## config.mk

```make
export PLATFORM = sky130hd
export DESIGN_NAME = capture_scheduler
export DESIGN_NICKNAME = d
export VERILOG_FILES = /design/src/rtl/capture_sched_pkg.sv /design/src/rtl/capture_read_pipe.sv /design/src/rtl/capture_scheduler.sv
export SDC_FILE = /design/constraint.sdc
export NUM_CORES = 1
export LEC_CHECK = 0
export ABC_AREA = 0
export BUFFER_PORTS_ARGS = -buffer_cell sky130_fd_sc_hd__buf_2
export CAP_MARGIN = 20
export CORE_MARGIN = 2
export CORE_UTILIZATION = 56
export CTS_CLUSTER_SIZE = 12
export DETAILED_ROUTE_END_ITERATION = 10
export PLACE_DENSITY = 0.81
export SLEW_MARGIN = 10
export SYNTH_ARGS = -nofsm -noshare
export SYNTH_HDL_FRONTEND = slang
export SYNTH_SLANG_ARGS = --single-unit
```

## constraint.sdc

```tcl
create_clock -name clk -period 3.3 [get_ports clk]
set_input_delay 0.165 -clock clk [delete_from_list [all_inputs] [get_ports clk]]
set_output_delay 0.165 -clock clk [all_outputs]
set_load 0.02 [all_outputs]
```

## src/rtl/capture_sched_pkg.sv

```systemverilog
// Shared types and constants for the capture scheduler: one-hot state encoding
// and the length of the capture-engine clear pulse.
package capture_sched_pkg;

    localparam int CLEAR_CYCLES = 2;
    localparam int CLR_W        = 2;

    typedef enum logic [5:0] {
        S_IDLE      = 6'b000001,
        S_CLEAR     = 6'b000010,
        S_START     = 6'b000100,
        S_WAIT_DONE = 6'b001000,
        S_READ      = 6'b010000,
        S_HOLDOFF   = 6'b100000
    } sched_state_e;

endpackage

```

## src/rtl/capture_read_pipe.sv

```systemverilog
// Sample RAM readout: address counter, single-entry output register and
// valid/ready handshake, streaming DEPTH samples per go pulse.
module capture_read_pipe #(
    parameter int ADDR_W = 10,
    parameter int DATA_W = 16,
    parameter int CNT_W  = 8
) (
    input  logic              clk,
    input  logic              rst_ni,
    input  logic              go_i,
    input  logic              flush_i,
    input  logic [CNT_W-1:0]  idx_i,
    output logic              done_o,
    output logic [ADDR_W-1:0] rd_addr_o,
    input  logic [DATA_W-1:0] rd_data_i,
    output logic [DATA_W-1:0] out_data_o,
    output logic              out_valid_o,
    input  logic              out_ready_i,
    output logic              out_last_o,
    output logic [CNT_W-1:0]  out_idx_o
);

    localparam logic [ADDR_W-1:0] LAST_ADDR = '1;

    logic              active_q, active_d;
    logic [ADDR_W-1:0] addr_q, addr_d;
    logic              valid_q, valid_d;
    logic [DATA_W-1:0] data_q, data_d;
    logic              last_q, last_d;
    logic [CNT_W-1:0]  idx_q, idx_d;
    logic              accept;
    logic              load;
    logic              at_last;

    // The RAM is always addressed with next-cycle's addr_q, so rd_data always
    // belongs to addr_q and a held address keeps its data valid during stalls.
    always_comb begin
        active_d = active_q;
        addr_d   = addr_q;
        valid_d  = valid_q;
        data_d   = data_q;
        last_d   = last_q;
        idx_d    = idx_q;
        accept   = valid_q && out_ready_i;
        at_last  = (addr_q == LAST_ADDR);
        load     = active_q && (!valid_q || out_ready_i);
        if (flush_i) begin
            active_d = 1'b0;
            addr_d   = '0;
            valid_d  = 1'b0;
            last_d   = 1'b0;
        end else if (go_i) begin
            active_d = 1'b1;
            addr_d   = '0;
        end else if (load) begin
            valid_d = 1'b1;
            data_d  = rd_data_i;
            last_d  = at_last;
            idx_d   = idx_i;
            if (at_last) begin
                active_d = 1'b0;
                addr_d   = '0;
            end else begin
                addr_d = addr_q + 1'b1;
            end
        end else if (accept) begin
            valid_d = 1'b0;
            last_d  = 1'b0;
        end
    end

    always_ff @(posedge clk or negedge rst_ni) begin
        if (!rst_ni) begin
            active_q <= 1'b0;
            addr_q   <= '0;
            valid_q  <= 1'b0;
            data_q   <= '0;
            last_q   <= 1'b0;
            idx_q    <= '0;
        end else begin
            active_q <= active_d;
            addr_q   <= addr_d;
            valid_q  <= valid_d;
            data_q   <= data_d;
            last_q   <= last_d;
            idx_q    <= idx_d;
        end
    end

    assign rd_addr_o   = addr_d;
    assign done_o      = accept && last_q && !flush_i;
    assign out_data_o  = data_q;
    assign out_valid_o = valid_q;
    assign out_last_o  = last_q;
    assign out_idx_o   = idx_q;

endmodule

```

## src/rtl/capture_scheduler.sv

```systemverilog
// Burst sequencer for the sample-capture datapath: clear/start engine, wait for
// RAM-full, stream samples out, hold off, repeat. CAPTURE_TIMEOUT_EN adds a WAIT_DONE watchdog.
module capture_scheduler
    import capture_sched_pkg::*;
#(
    parameter int ADDR_W = 10,
    parameter int DATA_W = 16,
    parameter int CNT_W  = 8,
    parameter int HOLD_W = 16
`ifdef CAPTURE_TIMEOUT_EN
    , parameter int TMO_W = 24
`endif
) (
    input  logic              clk,
    input  logic              reset,
    input  logic              cmd_arm,
    input  logic [CNT_W-1:0]  cmd_count,
    input  logic [HOLD_W-1:0] cmd_holdoff,
    input  logic              cmd_abort,
    output logic              busy,
    output logic              cap_reset_n,
    output logic              cap_start,
    input  logic              cap_done,
    output logic [ADDR_W-1:0] rd_addr,
    input  logic [DATA_W-1:0] rd_data,
    output logic [DATA_W-1:0] out_data,
    output logic              out_valid,
    input  logic              out_ready,
    output logic              out_last,
    output logic [CNT_W-1:0]  out_idx
`ifdef CAPTURE_TIMEOUT_EN
    , output logic            err_timeout
`endif
);

    sched_state_e      state_q, state_d;
    logic [CNT_W-1:0]  count_q, count_d;
    logic [HOLD_W-1:0] holdoff_q, holdoff_d;
    logic [CNT_W-1:0]  idx_q, idx_d;
    logic [CLR_W-1:0]  clr_q, clr_d;
    logic [HOLD_W-1:0] hold_q, hold_d;
    logic [HOLD_W:0]   hold_inc;
    logic              go;
    logic              flush;
    logic              rd_done;
`ifdef CAPTURE_TIMEOUT_EN
    logic [TMO_W-1:0]  tmo_q, tmo_d;
    logic              err_q, err_d;
`endif

    assign flush = cmd_abort && (state_q != S_IDLE);

    always_comb begin
        state_d   = state_q;
        count_d   = count_q;
        holdoff_d = holdoff_q;
        idx_d     = idx_q;
        clr_d     = clr_q;
        hold_d    = hold_q;
        go        = 1'b0;
        hold_inc  = {1'b0, hold_q} + 1'b1;
`ifdef CAPTURE_TIMEOUT_EN
        tmo_d     = tmo_q;
        err_d     = err_q;
`endif
        unique case (state_q)
            S_IDLE: begin
                if (cmd_arm) begin
                    count_d   = (cmd_count == '0) ? CNT_W'(1) : cmd_count;
                    holdoff_d = cmd_holdoff;
                    idx_d     = '0;
                    clr_d     = '0;
                    state_d   = S_CLEAR;
`ifdef CAPTURE_TIMEOUT_EN
                    err_d     = 1'b0;
`endif
                end
            end
            S_CLEAR: begin
                clr_d = clr_q + 1'b1;
                if (clr_q == CLR_W'(CLEAR_CYCLES - 1)) state_d = S_START;
            end
            S_START: begin
                state_d = S_WAIT_DONE;
`ifdef CAPTURE_TIMEOUT_EN
                tmo_d   = '0;
`endif
            end
            S_WAIT_DONE: begin
                if (cap_done) begin
                    go      = 1'b1;
                    state_d = S_READ;
                end
`ifdef CAPTURE_TIMEOUT_EN
                else begin
                    tmo_d = tmo_q + 1'b1;
                    if (&tmo_d) begin
                        err_d   = 1'b1;
                        state_d = S_IDLE;
                    end
                end
`endif
            end
            S_READ: begin
                if (rd_done) begin
                    if (idx_q + 1'b1 == count_q) begin
                        state_d = S_IDLE;
                    end else begin
                        idx_d   = idx_q + 1'b1;
                        hold_d  = '0;
                        state_d = S_HOLDOFF;
                    end
                end
            end
            S_HOLDOFF: begin
                // A zero holdoff still spends one cycle here.
                hold_d = hold_inc[HOLD_W-1:0];
                if (hold_inc >= {1'b0, holdoff_q}) begin
                    clr_d   = '0;
                    state_d = S_CLEAR;
                end
            end
            default: state_d = S_IDLE;
        endcase
        if (flush) begin
            state_d = S_IDLE;
            go      = 1'b0;
        end
    end

    always_ff @(posedge clk or negedge reset) begin
        if (!reset) begin
            state_q   <= S_IDLE;
            count_q   <= '0;
            holdoff_q <= '0;
            idx_q     <= '0;
            clr_q     <= '0;
            hold_q    <= '0;
`ifdef CAPTURE_TIMEOUT_EN
            tmo_q     <= '0;
            err_q     <= 1'b0;
`endif
        end else begin
            state_q   <= state_d;
            count_q   <= count_d;
            holdoff_q <= holdoff_d;
            idx_q     <= idx_d;
            clr_q     <= clr_d;
            hold_q    <= hold_d;
`ifdef CAPTURE_TIMEOUT_EN
            tmo_q     <= tmo_d;
            err_q     <= err_d;
`endif
        end
    end

    // The engine is only cleared in IDLE/CLEAR so RAM contents survive readout.
    assign busy        = (state_q != S_IDLE);
    assign cap_reset_n = !((state_q == S_IDLE) || (state_q == S_CLEAR));
    assign cap_start   = (state_q == S_START) || (state_q == S_WAIT_DONE);
`ifdef CAPTURE_TIMEOUT_EN
    assign err_timeout = err_q;
`endif

    capture_read_pipe #(
        .ADDR_W (ADDR_W),
        .DATA_W (DATA_W),
        .CNT_W  (CNT_W)
    ) u_read_pipe (
        .clk         (clk),
        .rst_ni      (reset),
        .go_i        (go),
        .flush_i     (flush),
        .idx_i       (idx_q),
        .done_o      (rd_done),
        .rd_addr_o   (rd_addr),
        .rd_data_i   (rd_data),
        .out_data_o  (out_data),
        .out_valid_o (out_valid),
        .out_ready_i (out_ready),
        .out_last_o  (out_last),
        .out_idx_o   (out_idx)
    );

endmodule
```

* Yosys cells after proc, flatten, opt, wreduce, memory -nomap -nowiden
Index checks and enable logic that the tools add are counted.
Operators by class: muxes and demuxes 37, $lt $le $gt $ge 1, eq/ne operators 20, reductions and logical operators 26, $add $sub $neg 4, bitwise operators 2
Operators with widths (count):
- two-way mux 6 bit | 7
- two-way mux 10 bit | 4
- one-hot mux 6 bit (6 select lines) | 1
- two-way mux 16 bit | 2
- two-way mux 8 bit | 4
- one-hot mux 16 bit (2 select lines) | 1
- adder 16 x 1 -> 17 bit, second input constant | 1
- greater-or-equal comparator 17 x 16 -> 1 bit | 1
- one-hot mux 8 bit (2 select lines) | 1
- != test 3 x 2 -> 1 bit, second input constant | 5
- two-way mux 1 bit | 14
- nonzero test 3 bit | 4
- adder 10 x 1 -> 10 bit, second input constant | 1
- equality test 10 bit, second input constant | 1
- AND reduction 3 bit | 3
- adder 8 x 1 -> 8 bit, second input constant | 1
- equality test 8 bit | 1
- zero test 8 bit | 1
- != test 2 bit, second input constant | 4
- equality test 6 x 1 -> 1 bit, second input constant | 1
- equality test 6 x 2 -> 1 bit, second input constant | 1
- equality test 6 x 3 -> 1 bit, second input constant | 1
- equality test 6 x 4 -> 1 bit, second input constant | 1
- equality test 6 x 5 -> 1 bit, second input constant | 1
- 15 further kinds | 28
Word-level totals: word-level logic and storage cells 102, input bits 46, register bits 93

* Longest topological paths before layout
Gate-level depths: netlist (run 1).
word-level depth 7, gate-level depth with buffers 13, depth with buffers taken out 13

* Cells and area by module
Synthesis (run 1) repeated with hierarchy kept, for this count alone.
Second synthesis, totals: cells, all modules 526, area, all modules 5109.9 µm²
By module, submodules not included:
- capture_scheduler | instances 1, area each 3515.9 µm², sequential area each 1402.6 µm², cells an instance 401
- capture_read_pipe | instances 1, area each 1594.0 µm², sequential area each 925.9 µm², cells an instance 125

* Worst setup path before layout (run 1)
Ideal clock, no wire load.
path type register -> register, start register hold_q[2], end register state_q[5], required time 3.221 ns, path slack 0.602 ns, data arrival time 2.619 ns, setup time 0.079 ns, clock period less this slack 2.698 ns, cell stages (with the launch flop) 13, cells stage by stage dfrtp_1 nand3_1 nor4_1 nand3_1 nor2_1 xor2_1 ha_1 a21boi_0 o21ai_0 o211ai_1 o2111ai_1 nand2_1 mux2i_1
On the way: word-level cells in the longest chain between the ends 4
Ends and longest elaborated chain:
- start: declaration | line capture_scheduler.sv:41 | logic [HOLD_W-1:0] hold_q, hold_d;
- start signal: assignment | line capture_scheduler.sv:149 | hold_q <= hold_d;
- adder 16 x 1 -> 17 bit | line capture_scheduler.sv:61 | hold_inc = {1'b0, hold_q} + 1'b1;
- greater-or-equal comparator 17 x 16 -> 1 bit | line capture_scheduler.sv:118 | if (hold_inc >= {1'b0, holdoff_q}) begin
- != test 3 x 2 -> 1 bit (no source line)
- AND reduction 5 bit (no source line)
- end signal: assignment | line capture_scheduler.sv:144 | state_q <= state_d;
- end: declaration | line capture_scheduler.sv:36 | sched_state_e state_q, state_d;
No other way between the ends. A chain may end at the register's enable or synchronous reset.

* Worst setup path in the final report (run 1)
start register hold_q[0], end register state_q[5]
The elaborated chain is that of the path after synthesis.

==> results of run 1 <==
per-layer routing:
| metal | vias to the layer above | routed length [um] |
|---|---|---|
| met2 | 107 | 5330 |
| met5 | - | 0 |
| met3 | 16 | 553 |
| met4 | 0 | 157 |
| met1 | 1872 | 4440 |
| li1 | 1838 | - |
flip-flops by register name (all words and copies together), names as in the netlist, 6 cells and up:
| signal | count |
|---|---|
| idx_q | 8 |
| state_q | 6 |
| u_read_pipe.out_data_o | 16 |
| u_read_pipe.addr_q | 10 |
| count_q | 8 |
| holdoff_q | 16 |
| hold_q | 16 |
| u_read_pipe.out_idx_o | 8 |
through the flow:
stage                     utilization (%)  instance area, um^2
after floorplan                         -                 4930
after global placement               63.0                 5440
after detailed placement             63.0                 5440
after CTS                            65.4                 5650
after global routing                 66.3                 5730
final                                66.3                 5730
cell type report:
| class | instances | area (um^2) | share of cell area, % |
|---|---|---|---|
| clock buffer | 9 | 124 | 2.16 |
| clock inverter | 7 | 65.1 | 1.14 |
| inverter | 18 | 67.6 | 1.18 |
| multi-input combinational | 342 | 2460 | 42.9 |
| sequential | 93 | 2330 | 40.7 |
| tap | 108 | 135 | 2.36 |
| timing repair buffer | 98 | 548 | 9.57 |
synth_stat cells (all sizes together) (3+ instances only):
cell type	instances	area share, %
nor3	9	0.91
nand4	10	1.3
o31ai	3	0.74
o2bb2ai	3	0.53
nand2b	6	0.76
o21ai	12	1.2
ha	20	5.1
buf	9	1.3
nand2	50	3.9
nand3	16	1.7
and2	5	0.63
and4	3	0.53
and3	5	0.63
xor2	29	5.2
mux2	47	11
nor2	42	3.3
inv	18	1.4
o211ai	3	0.46
dfrtp	92	47
nor4	6	0.76
xnor2	13	2.3
a21oi	19	1.9
or3	3	0.38
mux2i	6	1.2
clkbuf	7	0.53
what timing repair did:
action / CTS / global route
gates resized for setup: 0 / 2
hold endpoints to repair: 73 / 6
endpoints found under the setup margin: 0 / 2
hold buffers: 2 / 6
final timing paths:
| check | to | slack (ns) | cells after the start |
|---|---|---|---|
| min in group asynchronous | holdoff_q[6] | 0.48 | 2 |
| worst min-delay path | holdoff_q[7] | 0.01 | 2 |
| max in group asynchronous | u_read_pipe.out_data_o[9] | 2.09 | 3 |
| worst max-delay path | state_q[5] | 0.29 | 13 |
| worst max register to register | state_q[5] | 0.29 | 13 |
| worst min register to register | u_read_pipe.out_idx_o[1] | 0.49 | 1 |
cell families after synthesis:
group / after synthesis / share of synthesized area (%)
buffers and inverters: 34 / 3.25
XOR/XNOR: 42 / 7.46
multiplexers: 53 / 12.0
AND/OR/NAND/NOR: 165 / 16.5
adder cells (fa/ha/maj): 20 / 5.07
flip-flops: 93 / 47.2
AO/OA/AOI/OAI: 62 / 8.50
power groups by stage:
stage	logic, mW	clock network (mW)	registers (mW)
detailed placement	1.31	0	1.61
global placement	1.26	0	1.60
CTS	1.31	0.764	1.60
floorplan	0.832	0	1.70
finish	1.32	0.743	1.60
global route	1.46	0.810	1.64
critical path, cell delays in order, from the launching register on:
cell and delay [ns]:
dfrtp_1 0.43, ha_1 0.24, nand4_1 0.12, or2_2 0.36, nor2_1 0.22, and3_1 0.20, xor2_1 0.21, ha_1 0.28
nand4_1 0.09, o21bai_1 0.09, o31ai_1 0.09, o2111ai_1 0.25, nand2_1 0.16, mux2i_1 0.20
placed cells by master, fill, tap and decap left out, types with 3 or more instances in the layout:
master and n:
ha_1 20, buf_4 7, o21ai_0 12, nor4_1 5
dlygate4sd3_1 8, or3_1 3, mux2_2 44, and3_1 5
nand2b_1 6, and2_1 5, dfrtp_1 92, nor3_1 9
nor2_1 40, a21oi_1 19, inv_1 18, nand4_1 10
nand3_1 15, nand2_1 49, mux2_1 3, xor2_1 29
and4_1 3, o211ai_1 3, mux2i_1 6, clkbuf_8 9
buf_2 83, xnor2_1 13, o2bb2ai_1 3
==> run_results.csv, run 1 <==
group,metric,value,unit
clock_tree,cts.sinks,93,
worst_setup_path,critPathLaunchType,"flip-flop",
cells_and_area,diodes,0,
synthesis,yosys.cell_types.count,58,
power,power.internal,2.31,mW
floorplan,core_area,8640,um^2
worst_setup_path,cp_data_arrival_time,3.32,ns
power,finalPower,3.66,mW
placed_design,dp_hpwl,7500,um
flow_run,drv_cap,0,
power,cellLeakagePower,2.73,nW
hold_path,hold_path.class,"in -> reg",
worst_setup_path,worstSetupEndpointType,"flip-flop",
synthesis,synth_nets,535,
worst_setup_path,cp.required,3.60,ns
cells_and_area,area_growth,16.1,%
timing,hold_ws,0.0121,ns
timing,drv_slew,0,
clock_tree,path_clk_slew,0.10,ns
clock_tree,cts_tree,"built",
clock_tree,cts_made_buffers,9,
grt,overflow,0,
clock_tree,h-tree-depth,3,
timing,skew,0.0143,ns
grt,grt_pass1_wl,17900,um
floorplan,die_w,97.8,um
timing,setup_viol,0,
floorplan,die_y,97.8,um
timing,rsz0062_at_grt,"no",
grt,grt_util_met1,28.7,%
timing,hold_viol,0,
placed_design,dp.cells,651,
placed_design,pre_cts_slack,0.328,ns
timing,timing.fmax,332,MHz
power,swShare,37.0,%
floorplan,rows,34,
detailed_routing,first_pass_iters,5,
cells_and_area,fin_cells,675,
clock_tree,cts_root_buf,"clkbuf_8",
timing,worst_slew_pin_slew,0.939,ns
power,combPwrFrac,36.0,%
clock_tree,clk_latency,0.38,ns
synthesis,syn_area,4930,um^2
detailed_routing,antenna_left,0,
synthesis,ys_ff_latch,93,
power,p_per_area,640,nW/um^2
hold_path,hp-start,"cmd_holdoff[7]",
grt,grtUsageTotal,22.9,%
worst_setup_path,critPathMaxFanout,5,
floorplan,design.die.area,9570,um^2
clock_tree,clockBufferDepth,2,
synthesis,synth-main-ff-cell,"dfrtp_1",
synthesis,synth_edf_count,0,
worst_setup_path,worst-setup-path-type,"reg -> reg",
worst_setup_path,r2r-start,"hold_q[0]",
timing,slew_headroom,37.4,%
power,clock_power_share,20.3,%
grt,met2_usage,38.9,%
detailed_routing,dr.first_iter.drc_count,229,
power,p_switching,1.35,mW
grt,met3_usage,5.80,%
grt,busiest_layer,"met2",
placed_design,io_buffers,84,
synthesis,syn_inst,469,
clock_tree,post_cts_buffers,0,
grt,antenna_found_initial,0,
timing,finalSetupTns,0,ns
timing,min_period,3.01,ns
run_status,outcome,"finished, final reports clean",
placed_design,place.gp.congestion,0.869,
grt,grt_pass1_vias,3871,
timing,period_share,91.3,%
grt,grt_max_degree,76,
floorplan,ios,85,
power,ir_worst_vdd,0.437,mV
cells_and_area,drive_above_1_share,28.6,%
detailed_routing,drc,0,
synthesis,syn_area_per_cell,10.5,um^2
floorplan,start_util,57.1,%
worst_setup_path,cp-startpoint,"hold_q[0]",
detailed_routing,detail_route.wl_per_cell,15.5,um
cells_and_area,fin_nets,628,
synthesis,yosysWarnings,0,
cells_and_area,fillers,678,
synthesis,ys_seq_area_share,47.2,%
detailed_routing,routed_wl,10500,um
power,seqPwrFrac,43.7,%
detailed_routing,vias,3833,
detailed_routing,via_per_inst,5.68,
synthesis,async_reset_ff_share,100,%
timing,setup_ws,0.288,ns
Power figures use the tool's default switching activity.
==> run 2: changes to the inputs <==
--- a/config.mk
+++ b/config.mk
@@ -12,6 +12,7 @@
 export CORE_UTILIZATION = 56
 export CTS_CLUSTER_SIZE = 12
 export DETAILED_ROUTE_END_ITERATION = 10
+export HOLD_SLACK_MARGIN = 0.1
 export PLACE_DENSITY = 0.81
 export SLEW_MARGIN = 10
 export SYNTH_ARGS = -nofsm -noshare
==> run 2 against run 1 <==
  * Clock skew shrank 0.0060 ns
  * Sequential power about the same
  * Clock-buffer cell count stayed put
  * Global-route usage rose by 1.8 points
  * Critical endpoint unchanged
  * Register-to-register slack is essentially flat
==> run_results.csv, run 2 (synthesis results as in run 1) <==
group,metric,value,unit
timing,slew_headroom,37.6,%
detailed_routing,first_pass_iters,4,
grt,grt_pass1_vias,4121,
power,ir_worst_vdd,0.437,mV
grt,met3_usage,5.30,%
detailed_routing,antenna_left,0,
flow_run,drv_cap,0,
grt,overflow,0,
timing,skew,0.00826,ns
worst_setup_path,cp_data_arrival_time,3.31,ns
detailed_routing,via_per_inst,5.55,
grt,antenna_found_initial,0,
grt,grt_pass1_wl,19100,um
cells_and_area,regArea,2330,um^2
grt,busiest_layer,"met2",
cells_and_area,diodes,0,
clock_tree,h-tree-depth,3,
cells_and_area,area_growth,23.2,%
timing,setup_viol,0,
grt,grt_max_degree,76,
timing,finalSetupTns,0,ns
placed_design,place.gp.congestion,0.869,
hold_path,min_delay_path_depth,3,
worst_setup_path,worst-setup-path-type,"reg -> reg",
clock_tree,cts.sinks,93,
grt,grt_util_met1,30.4,%
detailed_routing,dr.first_iter.drc_count,202,
clock_tree,clockBufferDepth,2,
timing,worst_slew_pin_slew,0.935,ns
worst_setup_path,critPathMaxFanout,5,
hold_path,hold_path.class,"in -> reg",
timing,hold_ws,0.109,ns
power,finalPower,3.71,mW
floorplan,design.die.area,9570,um^2
floorplan,rows,34,
cells_and_area,fillers,627,
grt,met2_usage,43.1,%
clock_tree,cts_tree,"built",
worst_setup_path,r2r-start,"hold_q[0]",
clock_tree,cts_root_buf,"clkbuf_8",
detailed_routing,drc,0,
worst_setup_path,r2r_end,"state_q[5]",
worst_setup_path,cp.required,3.60,ns
power,p_per_area,610,nW/um^2
cells_and_area,multi_input_area,2460,um^2
floorplan,core_area,8640,um^2
floorplan,die_w,97.8,um
cells_and_area,final_cell_mix,"92 x dfrtp_1, 83 x buf_2, 49 x nand2_1, 44 x mux2_2, 43 x dlygate4sd3_1",
timing,timing.fmax,333,MHz
grt,grtUsageTotal,24.7,%
timing,setup_ws,0.294,ns
clock_tree,path_clk_slew,0.10,ns
detailed_routing,routed_wl,11200,um
placed_design,pre_cts_slack,0.328,ns
timing,rsz0062_at_grt,"no",
run_status,outcome,"finished, final reports clean",
worst_setup_path,ff2ff_path_depth,13,
detailed_routing,detail_route.wl_per_cell,15.8,um
cells_and_area,final_common_cell,"dfrtp_1",
clock_tree,clk_latency,0.38,ns
placed_design,io_buffers,84,
floorplan,start_util,57.1,%
placed_design,dp_hpwl,7500,um
detailed_routing,vias,3941,
cells_and_area,final_area,6080,um^2
timing,period_share,91.1,%
cells_and_area,fin_cells,710,
hold_path,hp-start,"out_ready",
floorplan,die_y,97.8,um
cells_and_area,drive_above_1_share,26.9,%
worst_setup_path,worstSetupEndpointType,"flip-flop",
cells_and_area,fin_util,70.4,%
clock_tree,cts_made_buffers,9,
placed_design,postPlaceCellArea,5440,um^2
timing,drv_slew,0,
worst_setup_path,critPathLaunchType,"flip-flop",
timing,hold_viol,0,
power,cellLeakagePower,2.88,nW
hold_path,min_to,"u_read_pipe.out_last_o",
timing,min_period,3.01,ns
worst_setup_path,r2r_slack,0.29,ns
floorplan,ios,85,
cells_and_area,fin_nets,663,
placed_design,dp.cells,651,
run 2: changes by cell type in the layout (fill, tap and decap cells not counted), sizes merged:
cell         change
dlygate4sd3     +35
run 2: repair_timing:
item | CTS | global route
gates resized for setup | 0 | 2
setup buffers | 0 | 0
setup endpoints to repair | 0 | 2
hold endpoints to repair | 113 | 0
hold buffers | 43 | 0
run 2: critical path, stage by stage, from the launching register on:
cell and delay (ns):
dfrtp_1 0.43, ha_1 0.24, nand4_1 0.12, or2_2 0.36, nor2_1 0.22, and3_1 0.20, xor2_1 0.21, ha_1 0.28
nand4_1 0.09, o21bai_1 0.09, o31ai_1 0.09, o2111ai_1 0.25, nand2_1 0.16, mux2i_1 0.20
run 2: worst max-delay path by stage:
stage | start | to | slack [ns] | depth (start not counted)
floorplan | hold_q[2] | state_q[5] | 0.60 | 12
global placement | hold_q[2] | state_q[5] | 0.45 | 12
detailed placement | hold_q[0] | state_q[1] | 0.33 | 13
CTS | hold_q[2] | state_q[5] | 0.27 | 12
global route | hold_q[2] | state_q[5] | 0.03 | 12
finish | hold_q[0] | state_q[5] | 0.29 | 13
run 2: where the power goes:
group	switching (mW)	internal [mW]	total (mW)
registers	0.185	1.42	1.61
clock network	0.456	0.292	0.749
logic	0.732	0.621	1.35
total	1.37	2.33	3.71
run 2: layer usage:
metal | wire length, um | share of wire, % | vias up
li1 | - | - | 1909
met1 | 4740 | 42 | 1911
met2 | 5750 | 51 | 103
met3 | 495 | 4.4 | 18
met4 | 199 | 1.8 | 0
met5 | 0 | 0 | -
run 2: cell type report:
type | count | area share, %
Multi-Input combinational cell | 342 | 40.4
Sequential cell | 93 | 38.3
Timing Repair Buffer | 133 | 14.8
Tap cell | 108 | 2.22
Clock buffer | 9 | 2.04
Inverter | 18 | 1.11
Clock inverter | 7 | 1.07
